===== src/rtl/mem_access_unit_if.sv =====
// Data-bus handshake between the memory access unit (master) and the data memory/bus (slave).
interface mem_access_unit_if;
   logic [31:0] dAddr;
   logic [31:0] dWdata;
   logic [3:0]  dBe;
   logic        dWe;
   logic        dReq;
   logic        dAck;
   logic [31:0] dRdata;

   modport master (output dAddr, dWdata, dBe, dWe, dReq, input dAck, dRdata);
   modport slave  (input dAddr, dWdata, dBe, dWe, dReq, output dAck, dRdata);
endinterface


===== src/rtl/mem_access_unit.sv =====
// MEM-stage load/store unit: IDLE/BUSY/DONE bus FSM with byte lanes, load extension and watchdog.
// Optional MISALIGN_TRAP_EN: misaligned halfword/word accesses pulse misalign instead of going to the bus.
module mem_access_unit (
   input  logic              clk,
   input  logic              rst,
   input  logic [31:0]       AluOut,
   input  logic [31:0]       storeData,
   input  logic [2:0]        fnc3,
   input  logic              memRead,
   input  logic              memWrite,
   mem_access_unit_if.master bus,
   output logic [31:0]       loadData,
   output logic              stall,
   output logic              busErr,
   output logic              misalign
);
   localparam int NUM_LANES = 4;
   localparam int VEC_W     = 8;

   typedef enum logic [1:0] {IDLE, BUSY, DONE} state_t;

   state_t                          state;
   logic [7:0]                      wdog;
   logic [2:0]                      fnc_q;
   logic [1:0]                      off_q;
   logic                            req, mis, accept;
   logic [NUM_LANES-1:0][VEC_W-1:0] wlane;
   logic [NUM_LANES-1:0]            be;
   logic [31:0]                     rsh_b, rsh_h, ext;

   assign req = memRead | memWrite;
`ifdef MISALIGN_TRAP_EN
   assign mis = (fnc3[1:0] == 2'b01 && AluOut[0]) || (fnc3[1] && AluOut[1:0] != 2'b00);
`else
   assign mis = 1'b0;
`endif
   assign accept = req & ~mis;
   assign stall  = (state == IDLE && accept) || state == BUSY;

   // Per-lane store replication and enables; reads and words enable every lane.
   for (genvar i = 0; i < NUM_LANES; i++) begin : g_lane
      localparam logic [1:0] LI = 2'(i);
      assign wlane[i] = fnc3[1] ? storeData[VEC_W*i +: VEC_W]
                      : fnc3[0] ? storeData[VEC_W*(i%2) +: VEC_W]
                      : storeData[VEC_W-1:0];
      assign be[i] = ~memWrite | fnc3[1] |
                     (fnc3[0] ? (AluOut[1] == LI[1]) : (AluOut[1:0] == LI));
   end

   assign rsh_b = bus.dRdata >> {off_q, 3'b000};
   assign rsh_h = bus.dRdata >> {off_q[1], 4'b0000};

   always_comb begin
      ext = bus.dRdata;
      case (fnc_q[1:0])
         2'b00:   ext = {{24{rsh_b[7]  & ~fnc_q[2]}}, rsh_b[7:0]};
         2'b01:   ext = {{16{rsh_h[15] & ~fnc_q[2]}}, rsh_h[15:0]};
         default: ext = bus.dRdata;
      endcase
   end

   always_ff @(posedge clk or negedge rst) begin
      if (!rst) begin
         state      <= IDLE;
         wdog       <= '0;
         fnc_q      <= '0;
         off_q      <= '0;
         bus.dReq   <= 1'b0;
         bus.dWe    <= 1'b0;
         bus.dAddr  <= '0;
         bus.dWdata <= '0;
         bus.dBe    <= '0;
         loadData   <= '0;
         busErr     <= 1'b0;
         misalign   <= 1'b0;
      end else begin
         busErr   <= 1'b0;
         misalign <= 1'b0;
         case (state)
            IDLE: begin
               if (accept) begin
                  bus.dAddr  <= {AluOut[31:2], 2'b00};
                  bus.dWdata <= wlane;
                  bus.dBe    <= be;
                  bus.dWe    <= memWrite;
                  bus.dReq   <= 1'b1;
                  fnc_q      <= fnc3;
                  off_q      <= AluOut[1:0];
                  wdog       <= '0;
                  state      <= BUSY;
               end else if (req && mis) begin
                  misalign <= 1'b1;
                  loadData <= '0;
               end
            end
            BUSY: begin
               if (bus.dAck) begin
                  if (!bus.dWe) loadData <= ext;
                  bus.dReq <= 1'b0;
                  state    <= DONE;
               end else if (wdog == 8'd254) begin
                  // 255th unacknowledged cycle: abandon, loadData untouched
                  wdog     <= 8'd255;
                  busErr   <= 1'b1;
                  bus.dReq <= 1'b0;
                  state    <= IDLE;
               end else begin
                  wdog <= wdog + 8'd1;
               end
            end
            DONE:    state <= IDLE;
            default: state <= IDLE;
         endcase
      end
   end
endmodule


===== src/flat_wrapper.sv =====
// flat-port wrapper written by rule: the top's interface ports become plain ports
module mem_access_unit_flat 
  (clk, rst, AluOut, storeData, fnc3, memRead, memWrite, loadData, stall, busErr, misalign, bus_dAddr, bus_dWdata, bus_dBe, bus_dWe, bus_dReq, bus_dAck, bus_dRdata);
  mem_access_unit_if bus_i ();
  input  logic clk;
  input  logic rst;
  input  logic [31:0] AluOut;
  input  logic [31:0] storeData;
  input  logic [2:0] fnc3;
  input  logic memRead;
  input  logic memWrite;
  output logic [31:0] loadData;
  output logic stall;
  output logic busErr;
  output logic misalign;
  output wire logic [$bits(bus_i.dAddr)-1:0] bus_dAddr;
  output wire logic [$bits(bus_i.dWdata)-1:0] bus_dWdata;
  output wire logic [$bits(bus_i.dBe)-1:0] bus_dBe;
  output wire logic [$bits(bus_i.dWe)-1:0] bus_dWe;
  output wire logic [$bits(bus_i.dReq)-1:0] bus_dReq;
  input wire logic [$bits(bus_i.dAck)-1:0] bus_dAck;
  input wire logic [$bits(bus_i.dRdata)-1:0] bus_dRdata;
  assign bus_dAddr = bus_i.dAddr;
  assign bus_dWdata = bus_i.dWdata;
  assign bus_dBe = bus_i.dBe;
  assign bus_dWe = bus_i.dWe;
  assign bus_dReq = bus_i.dReq;
  assign bus_i.dAck = bus_dAck;
  assign bus_i.dRdata = bus_dRdata;
  mem_access_unit u_core (.clk(clk), .rst(rst), .AluOut(AluOut), .storeData(storeData), .fnc3(fnc3), .memRead(memRead), .memWrite(memWrite), .bus(bus_i), .loadData(loadData), .stall(stall), .busErr(busErr), .misalign(misalign));
endmodule

===== config.mk =====
export PLATFORM = sky130hd
export DESIGN_NAME = mem_access_unit_flat
export DESIGN_NICKNAME = d
export VERILOG_FILES = /design/src/rtl/mem_access_unit_if.sv /design/src/rtl/mem_access_unit.sv /design/src/flat_wrapper.sv
export SDC_FILE = /design/constraint.sdc
export NUM_CORES = 1
export LEC_CHECK = 0
export CORE_MARGIN = 2
export CORE_UTILIZATION = 48
export DETAILED_ROUTE_END_ITERATION = 10
export PLACE_DENSITY = 0.92
export RECOVER_POWER = 25
export SLEW_MARGIN = 25
export SYNTH_ARGS = -nofsm -noshare
export SYNTH_HDL_FRONTEND = slang
export SYNTH_SLANG_ARGS = --single-unit

===== constraint.sdc =====
create_clock -name clk -period 3.9 [get_ports clk]
set_clock_uncertainty 0.15 [all_clocks]
set_input_delay 0.78 -clock clk [delete_from_list [all_inputs] [get_ports clk]]
set_output_delay 0.78 -clock clk [all_outputs]
set_load 0.02 [all_outputs]

Yosys cells after proc, flatten, opt, wreduce, memory -nomap -nowiden
Index checks and enable logic that the tools add are counted.
{ "op_classes": {"n_eq_ne": 9, "n_shift": 2, "n_addsub": 1, "reduce_logical": 11, "muxes": 24, "n_bitwise": 12} }
{ "op_table": {"columns": ["op", "n"], "rows": [
  ["one-hot mux 32 bit (2 select lines)", 1],
  ["two-way mux 8 bit", 7],
  ["right shift 32 x 5 -> 16 bit", 1],
  ["right shift 32 x 5 -> 8 bit", 1],
  ["one-hot mux 8 bit (2 select lines)", 1],
  ["two-way mux 1 bit", 10],
  ["AND reduction 3 bit", 3],
  ["adder 8 x 1 -> 8 bit, second input constant", 1],
  ["equality test 8 bit, second input constant", 1],
  ["equality test 2 x 1 -> 1 bit, second input constant", 3],
  ["zero test 2 bit", 3],
  ["two-way mux 2 bit", 3],
  ["bitwise OR 1 bit", 6],
  ["equality test 2 bit, second input constant", 2],
  ["NOT 1 bit", 4],
  ["one-hot mux 2 bit (2 select lines)", 1],
  ["AND reduction 2 bit", 2],
  ["inequality test 3 bit, second input constant", 1],
  ["bitwise AND 1 bit", 2],
  ["inequality test 2 x 1 -> 1 bit, second input constant", 1],
  ["inequality test 2 bit, second input constant", 1],
  ["one-hot mux 1 bit (2 select lines)", 1],
  ["nonzero test 2 bit", 1],
  ["logical AND 1 bit", 1],
  ["logical OR 1 bit", 1]
]} }
{ "word_totals": {"regBits": 116, "in_bits": 104} }

Depth between registers and ports, before layout
Gate-level depths: netlist of the first run.
{ "depth": {"word_depth": 4, "depth_mapped": 7, "depth_no_buf": 6} }

Least setup slack after synthesis of the first run
Ideal clock, no wire load.
{ "synth_path": {"path_type": "input -> output", "start": "input memWrite", "end": "output stall", "stages": 2, "t_arrival_ns": 1.093, "path_buffers": 0, "required_ns": 2.970, "slack_ns": 1.877, "path_cell_list": "nor3_1 -> nor2_1"} }
{ "synth_via": {"elab_chain_cells": 3} }
{ "synth_rtl": {"columns": ["item", "line", "source"], "rows": [
  ["start: declaration", "flat_wrapper.sv:11", "input logic memWrite;"],
  ["bitwise OR 1 bit", "mem_access_unit.sv:31", "assign req = memRead | memWrite;"],
  ["logical AND 1 bit", "mem_access_unit.sv:38", "assign stall = (state == IDLE && accept) || state == BUSY;"],
  ["logical OR 1 bit", "mem_access_unit.sv:38", null],
  ["end: declaration", "flat_wrapper.sv:13", "output logic stall;"]
]} }
Every way passes these cells.

Worst setup path after layout of the first run
Ends and elaborated chain as after synthesis.

==> flow_summary.yaml, run 1 <==
global_route:
  grt_pass1_vias: 5398
  grt_pass1_wl_mm: 26.72
  track_usage: 0.2879
  grt_max_degree: 93
  overflow: 0
  met1_usage: 0.3305
  met2_usage: 0.4855
  grt_antenna_before_repair: 0
  use_met3: 0.09289
  grt-busiest-layer: "met2"
sta:
  maxSlewViolCount: 0
  hold_viol: 0
  fin_ws_ps: 747.0
  max_slew_margin: 0.07436
  finalSetupViolations: 0
  rsz0062_at_grt: "false"
  fin_crit_sh: 0.8085
  holdWs_ps: 317.8
  tns_ps: 0
  fin_crit_ps: 3153
  tightest_slew_ps: 1388
  fmax_mhz: 317.2
cts:
  clock_path_buffers: 2
  cts_tree: "done"
  clk_latency_ps: 400
  path_clk_slew_ps: 50
  root_buffer: "clkbuf_16"
  postCtsHoldBufs: 0
  tritoncts.num_buffers: 17
  cts-resized-gates: 0
  clkSinkCount: 116
  cts.htree.levels: 4
  post_cts_buffers: 0
synth:
  avgSynthCellArea_um2: 9.184
  synth_edf_count: 0
  synth.distinct_cells: 50
  synth_common_cells: "nand2_1, dfrtp_1, nand3_1"
  synthArstFlopShare: 1.000
  synth_top_cell_area_share: 0.5348
  synth_area_um2: 5428
  synth_cells: 591
  yosysSeqAreaShare: 0.5348
  yosys.area.top_type: "dfrtp_1"
  synth_warnings: 0
  synth.most_common_cell: "nand2_1"
  ys_top_cells_by_area: "dfrtp_1, nand2_1, mux2i_1, nand3_1, o21ai_0"
  synthFlopType: "dfrtp_1"
  ys_seq_elements: 116
cells_and_area:
  layout-drive-gt1-share: 0.06683
  fin_nets: 887
  antenna_cells: 0
  areaGrowthSynthToFinish_pct: 49.79
  final_area_um2: 8130
  fillers: 763
power_and_ir_drop:
  p_leak_nw: 3.714
  power_w: 0.006791
  p_per_area_nw_per_um2: 835.3
  max-vdd-ir-drop_uv: 471.4
floorplan:
  dieWidth_um: 110.3
  io_pins: 209
  fp-row-count: 38
  core_um2: 10940
  die_area_um2: 12170
  die_h_um: 110.3
  initial_utilization: 0.4963
worst_hold_path:
  min_path_type: "reg2reg"
route:
  wl_mm: 16.81
  drtPass1Iterations: 7
  via_count: 5223
  drt.antenna.violating_nets: 0
  routedWlPerCell_um: 18.02
  drc_errors: 0
  drt_iter0_drc: 480
  via_per_inst: 5.598
place:
  pre_cts_ws_ps: 751.6
  placed_cell_area_um2: 7550
  port_buffers: 205
  detailed_place_hpwl_mm: 11.49
  gp_congestion: 0.8302
status:
  outcome: "finished clean"
critical_path:
  cp_data_required_time_ps: 2970
  cp_num_buf_inv: 2
  start_kind: "input port"
  crit_top_cell: "clkdlybuf4s50_1"
  cp_top_family: "buffers and inverters"
  critPathSlowestCell: "clkdlybuf4s50_1"
  path_cells: "clkdlybuf4s50_1 > nor3_1 > nor2_1 > clkdlybuf4s50_1"
  crit_type: "in2out"
  worstPathArrival_ps: 2220
  max_stage_delay_ps: 650
  crit_fanout: 5
  worstSetupEndpointType: "primary output"
job:
  cap_violations: 0
-- state kept, by name, indices dropped and copies added, names as in the netlist --
register,flops
u_core.bus.dReq,1
u_core.bus.dWdata,32
u_core.busErr,1
u_core.bus.dWe,1
u_core.off_q,2
u_core.fnc_q,3
u_core.loadData,32
u_core.wdog,8
u_core.state,2
u_core.bus.dBe,4
u_core.bus.dAddr,30
-- power breakdown --
part	switching (W)	leakage (nW)	internal (W)
Combinational	0.00166	2.00	0.00140
Clock	0.000525	0.285	0.00101
Sequential	0.000460	1.43	0.00174
Total	0.00264	3.71	0.00415
-- final cells by class --
| class | count | area [µm²] | area share |
|---|---|---|---|
| clock buffer | 20 | 446.7 | 0.05494 |
| clock inverter | 11 | 135.1 | 0.01662 |
| inverter | 4 | 15.01 | 0.001847 |
| multi-input combinational | 429 | 2322 | 0.2856 |
| sequential | 116 | 2904 | 0.3572 |
| tap | 140 | 175.2 | 0.02155 |
| timing repair buffer | 213 | 2132 | 0.2622 |
-- kinds of logic (layout without fill, tap and decap cells) --
group / after synthesis / count (layout) / share of synthesized area
and+or+nand+nor: 303 / 303 / 0.2409
DFF: 116 / 116 / 0.5348
AOI/OAI and AO/OA: 82 / 82 / 0.09129
buffers and inverters: 48 / 248 / 0.04196
muxes: 39 / 39 / 0.08575
adders and majority gates: 2 / 2 / 0.004610
other: 1 / 3 / 0.0006909
-- stage by stage --
step,std cells,util
global route,933,0.7435
detailed placement,902,0.6904
floorplan,593,-
finish,933,0.7435
CTS,933,0.7436
global placement,902,0.6904
-- metal layers --
layer	vias to the layer above	wire length [µm]
li1	2378	-
met1	2492	6232
met2	296	8464
met3	57	1537
met4	0	574
met5	-	0
-- path summary, 6_finish.rpt --
kind	from	to	slack, ps	depth (start not counted)
worst max-delay path	memWrite	stall	750	4
worst min-delay path	u_core.bus.dAddr[17]	u_core.bus.dAddr[17]	320	2
worst max register to register	u_core.off_q[1]	u_core.loadData[20]	1340	4
worst min register to register	u_core.bus.dAddr[17]	u_core.bus.dAddr[17]	320	2
max in group asynchronous	rst	u_core.fnc_q[1]	2070	2
min in group asynchronous	rst	u_core.busErr	550	1
-- placed cells by master (no fill, tap or decap), drive strengths merged, types with 6 or more instances in the layout --
master	instances
a21oi	19
a31oi	6
buf	8
clkbuf	21
clkdlybuf4s50	203
clkinv	6
dfrtp	116
mux2i	33
mux4	6
nand2	190
nand3	53
nor2	32
o21ai	34
o221ai	6
-- worst min-delay path, cell delays in order (launching register included) --
cell and delay (ps):
dfrtp_1 340, nand2_1 50, nand2_1 50
Note: power is estimated with default switching activity, not from simulation.
==> run 2: changes to the inputs <==
CORE_UTILIZATION = 40   (was 48)
PLACE_DENSITY = 0.82   (was 0.92)
clock period = 2.8 ns   (was 3.9 ns; I/O delays follow)
==> flow_summary.yaml, run 2 (synthesis results as in run 1) <==
status:
  outcome: "finished clean"
cells_and_area:
  layout_commonest_cell: "clkdlybuf4s50_1"
  layout-drive-gt1-share: 0.07338
  fin_nets: 898
  fillers: 1122
  areaGrowthSynthToFinish_pct: 50.67
  reg_top3: "u_core.bus.dWdata (32), u_core.loadData (32), u_core.bus.dAddr (30)"
  final_cell_mix: "clkdlybuf4s50_1, nand2_1, dfrtp_1, nand3_1"
  stdcell_count: 980
  antenna_cells: 0
cts:
  post_cts_buffers: 0
  cts-resized-gates: 0
  clock_path_buffers: 2
  path_clk_slew_ps: 50
  clk_latency_ps: 400
  cts.htree.levels: 4
  clkSinkCount: 116
  postCtsHoldBufs: 0
  cts_tree: "done"
  root_buffer: "clkbuf_16"
  tritoncts.num_buffers: 17
place:
  post-place-cells: 949
  detailed_place_hpwl_mm: 11.54
  pre_cts_ws_ps: 269.9
  port_buffers: 205
  gp_congestion: 0.8536
global_route:
  overflow: 0
  track_usage: 0.2331
  grt_pass1_wl_mm: 26.50
  grt_antenna_before_repair: 0
  grt_pass1_vias: 5192
  grt_max_degree: 72
critical_path:
  crit_type: "in2out"
  crit_fanout: 2
  worstPathArrival_ps: 1810
  reg2reg_depth: 4
  worstSetupEndpointType: "primary output"
  start_kind: "input port"
  cp_data_required_time_ps: 2090
sta:
  tightest_slew_ps: 1208
  max_slew_margin: 0.1944
  fin_crit_ps: 2520
  fmax_mhz: 396.8
  maxSlewViolCount: 0
  fin_crit_sh: 0.9001
  rsz0062_at_grt: "false"
  tns_ps: 0
  hold_viol: 0
  finalSetupViolations: 0
  fin_ws_ps: 279.7
route:
  drt_iter0_drc: 406
  via_per_inst: 5.141
  drtPass1Iterations: 5
  drt.antenna.violating_nets: 0
  routedWlPerCell_um: 16.34
  wl_mm: 16.02
  drc_errors: 0
  via_count: 5038
power_and_ir_drop:
  max-vdd-ir-drop_uv: 666.9
  power_w: 0.009150
  p_per_area_nw_per_um2: 1119
  p_leak_nw: 3.737
floorplan:
  dieWidth_um: 120.5
  io_pins: 209
  fp-row-count: 42
  die_h_um: 120.5
  initial_utilization: 0.4099
  core_um2: 13240
  die_area_um2: 14520
worst_hold_path:
  min_path_type: "in2async"
job:
  cap_violations: 0
## run 2: changes by cell type in the layout (fill, tap and decap cells not counted), sizes merged
cell,previous run,this run
clkinvlp,2,0
clkdlybuf4s50,203,204
buf,8,18
clkbuf,21,27
bufinv,3,0
dlygate4sd3,1,0
## run 2: power breakdown
| group | internal (W) | switching [W] |
|---|---|---|
| registers | 0.00243 | 0.000506 |
| clock network | 0.00116 | 0.000708 |
| logic | 0.00200 | 0.00235 |
| total | 0.00559 | 0.00356 |
## run 2: worst paths after layout
check	startpoint	to	slack, ps
setup / recovery	memWrite	stall	280
hold / removal	rst	u_core.loadData[9]	250
setup reg to reg	u_core.state[0]	u_core.wdog[5]	930
hold reg to reg	u_core.bus.dAddr[30]	u_core.bus.dAddr[30]	320
max in group asynchronous	rst	u_core.bus.dAddr[18]	650
min in group clk	u_core.bus.dAddr[30]	u_core.bus.dAddr[30]	320
## run 2: critical path: stages
cell and delay (ps):
clkdlybuf4s50_1 500, nor3_1 60, nor2_1 90, clkdlybuf4s50_1 600
## run 2: layout make-up
type | instances | area (µm²) | share of cell area
flip-flops and latches | 116 | 2903 | 0.3550
clock buffers | 25 | 475.5 | 0.05814
multi-input cells | 429 | 2322 | 0.2840
well taps | 176 | 220.2 | 0.02693
inverters | 4 | 15.01 | 0.001836
repair buffers | 224 | 2212 | 0.2705
clock inverters | 6 | 30.03 | 0.003672
## run 2: stage by stage
step	utilization	hold WS, ps	area (µm²)
floorplan	-	114.4	5435
global placement	0.5807	307.0	7690
detailed placement	0.5807	313.2	7690
CTS	0.6189	28.31	8195
global route	0.6175	336.8	8178
finish	0.6175	251.1	8178
## run 2: per-layer routing
layer  global-route usage  vias to the layer above  part of all wire
met3               0.1019                       29              0.11
met4              0.09738                        0             0.020
li1                     -                     2396                 -
met1               0.2790                     2388              0.40
met2               0.3669                      225              0.47
met5                    0                        -                 0
==> run 3: changes to the inputs <==
CORE_ASPECT_RATIO = 1.25   (was default)
==> flow_summary.yaml, run 3 (synthesis results as in run 1) <==
critical_path:
  cp_data_required_time_ps: 2090
  worstPathArrival_ps: 1800
  crit_fanout: 2
  cp-endpoint: "stall"
  crit_type: "in2out"
  start_kind: "input port"
  startpoint: "memRead"
  worstSetupEndpointType: "primary output"
  reg2reg_depth: 4
  reg2reg_setup_slack_ps: 860
  rr_startpoint: "u_core.off_q[0]"
  r2r_end: "u_core.loadData[1]"
floorplan:
  core_um2: 13230
  dieWidth_um: 108.2
  fp-row-count: 47
  initial_utilization: 0.4102
  io_pins: 209
  die_h_um: 134.2
  die_area_um2: 14520
power_and_ir_drop:
  p_per_area_nw_per_um2: 1131
  max-vdd-ir-drop_uv: 558.2
  p_leak_nw: 3.734
cells_and_area:
  postLayoutCoreUtil: 0.6223
  fin_nets: 897
  final_cell_mix: "clkdlybuf4s50_1, nand2_1, dfrtp_1, nand3_1"
  areaGrowthSynthToFinish_pct: 51.71
  reg_top3: "u_core.bus.dWdata (32), u_core.loadData (32), u_core.bus.dAddr (30)"
  antenna_cells: 0
  layout-drive-gt1-share: 0.07711
  layout_commonest_cell: "clkdlybuf4s50_1"
global_route:
  grt_max_degree: 87
  track_usage: 0.2241
  grt_pass1_vias: 5046
  grt_pass1_wl_mm: 25.45
  grt_antenna_before_repair: 0
  overflow: 0
route:
  drt.antenna.violating_nets: 0
  wl_mm: 15.73
  drtPass1Iterations: 4
  via_count: 5021
  routedWlPerCell_um: 16.13
  via_per_inst: 5.150
  drc_errors: 0
  drt_iter0_drc: 212
cts:
  clkSinkCount: 116
  post_cts_buffers: 0
  cts.htree.levels: 4
  clk_latency_ps: 390
  clock_path_buffers: 2
  tritoncts.num_buffers: 17
  cts_tree: "done"
  path_clk_slew_ps: 50
  root_buffer: "clkbuf_16"
sta:
  tightest_slew_ps: 976.2
  holdWs_ps: 322.8
  fin_crit_sh: 0.8951
  fin_ws_ps: 293.7
  finalSetupViolations: 0
  fmax_mhz: 399.0
  fin_crit_ps: 2506
  tns_ps: 0
  max_slew_margin: 0.3492
  maxSlewViolCount: 0
  rsz0062_at_grt: "false"
  hold_viol: 0
status:
  outcome: "finished clean"
worst_hold_path:
  min_path_type: "reg2reg"
place:
  port_buffers: 205
  gp_congestion: 0.8140
  detailed_place_hpwl_mm: 11.19
  pre_cts_ws_ps: 288.2
job:
  cap_violations: 0
## run 3: worst min-delay path by stage
stage | cells past startpoint | slack [ps] | end | startpoint
floorplan | 0 | 110 | u_core.bus.dAddr[10] | rst
global placement | 2 | 310 | u_core.bus.dAddr[16] | u_core.bus.dAddr[16]
detailed placement | 2 | 310 | u_core.bus.dAddr[8] | u_core.bus.dAddr[8]
CTS | 2 | 330 | u_core.bus.dAddr[8] | u_core.bus.dAddr[8]
global route | 2 | 350 | u_core.bus.dAddr[8] | u_core.bus.dAddr[8]
finish | 2 | 320 | u_core.bus.dWdata[30] | u_core.bus.dWdata[30]
## run 3: layout make-up
class	count	area (µm²)
multi-input combinational	429	2322
inverter	4	15.01
tap	171	214.0
sequential	116	2903
clock inverter	14	132.6
fill	1126	4997
clock buffer	18	429.2
timing repair buffer	223	2218
## run 3: metal layers
metal  vias up  share of wire  global-route usage
li1       2407              -                   -
met1      2391           0.38              0.2624
met2       198           0.52              0.3819
met3        25          0.082             0.06997
met4         0          0.021             0.08689
met5         -              0                   0
## run 3: critical path: stages
cell and delay [ps]:
clkdlybuf4s50_1 480, nor3_1 50, nor2_1 100, clkdlybuf4s50_1 610
## run 3: power breakdown
group	internal (W)	switching (W)
logic	0.00199	0.00233
registers	0.00242	0.000537
clock network	0.00123	0.000814
## run 3: through the flow
| step | power [W] | std cells | instance area (µm²) |
|---|---|---|---|
| after detailed placement | 0.007319 | 942 | 7669 |
| after CTS | 0.009402 | 975 | 8240 |
| after floorplan | 0.005250 | 593 | 5435 |
| after global routing | 0.009894 | 975 | 8234 |
| final | 0.009316 | 975 | 8234 |
| after global placement | 0.007211 | 942 | 7669 |
## run 3: repair_timing
action,in CTS,in global routing
hold buffers,1,0
resized for setup,0,0
setup endpoints to repair,0,0
endpoints found under the hold margin,35,0
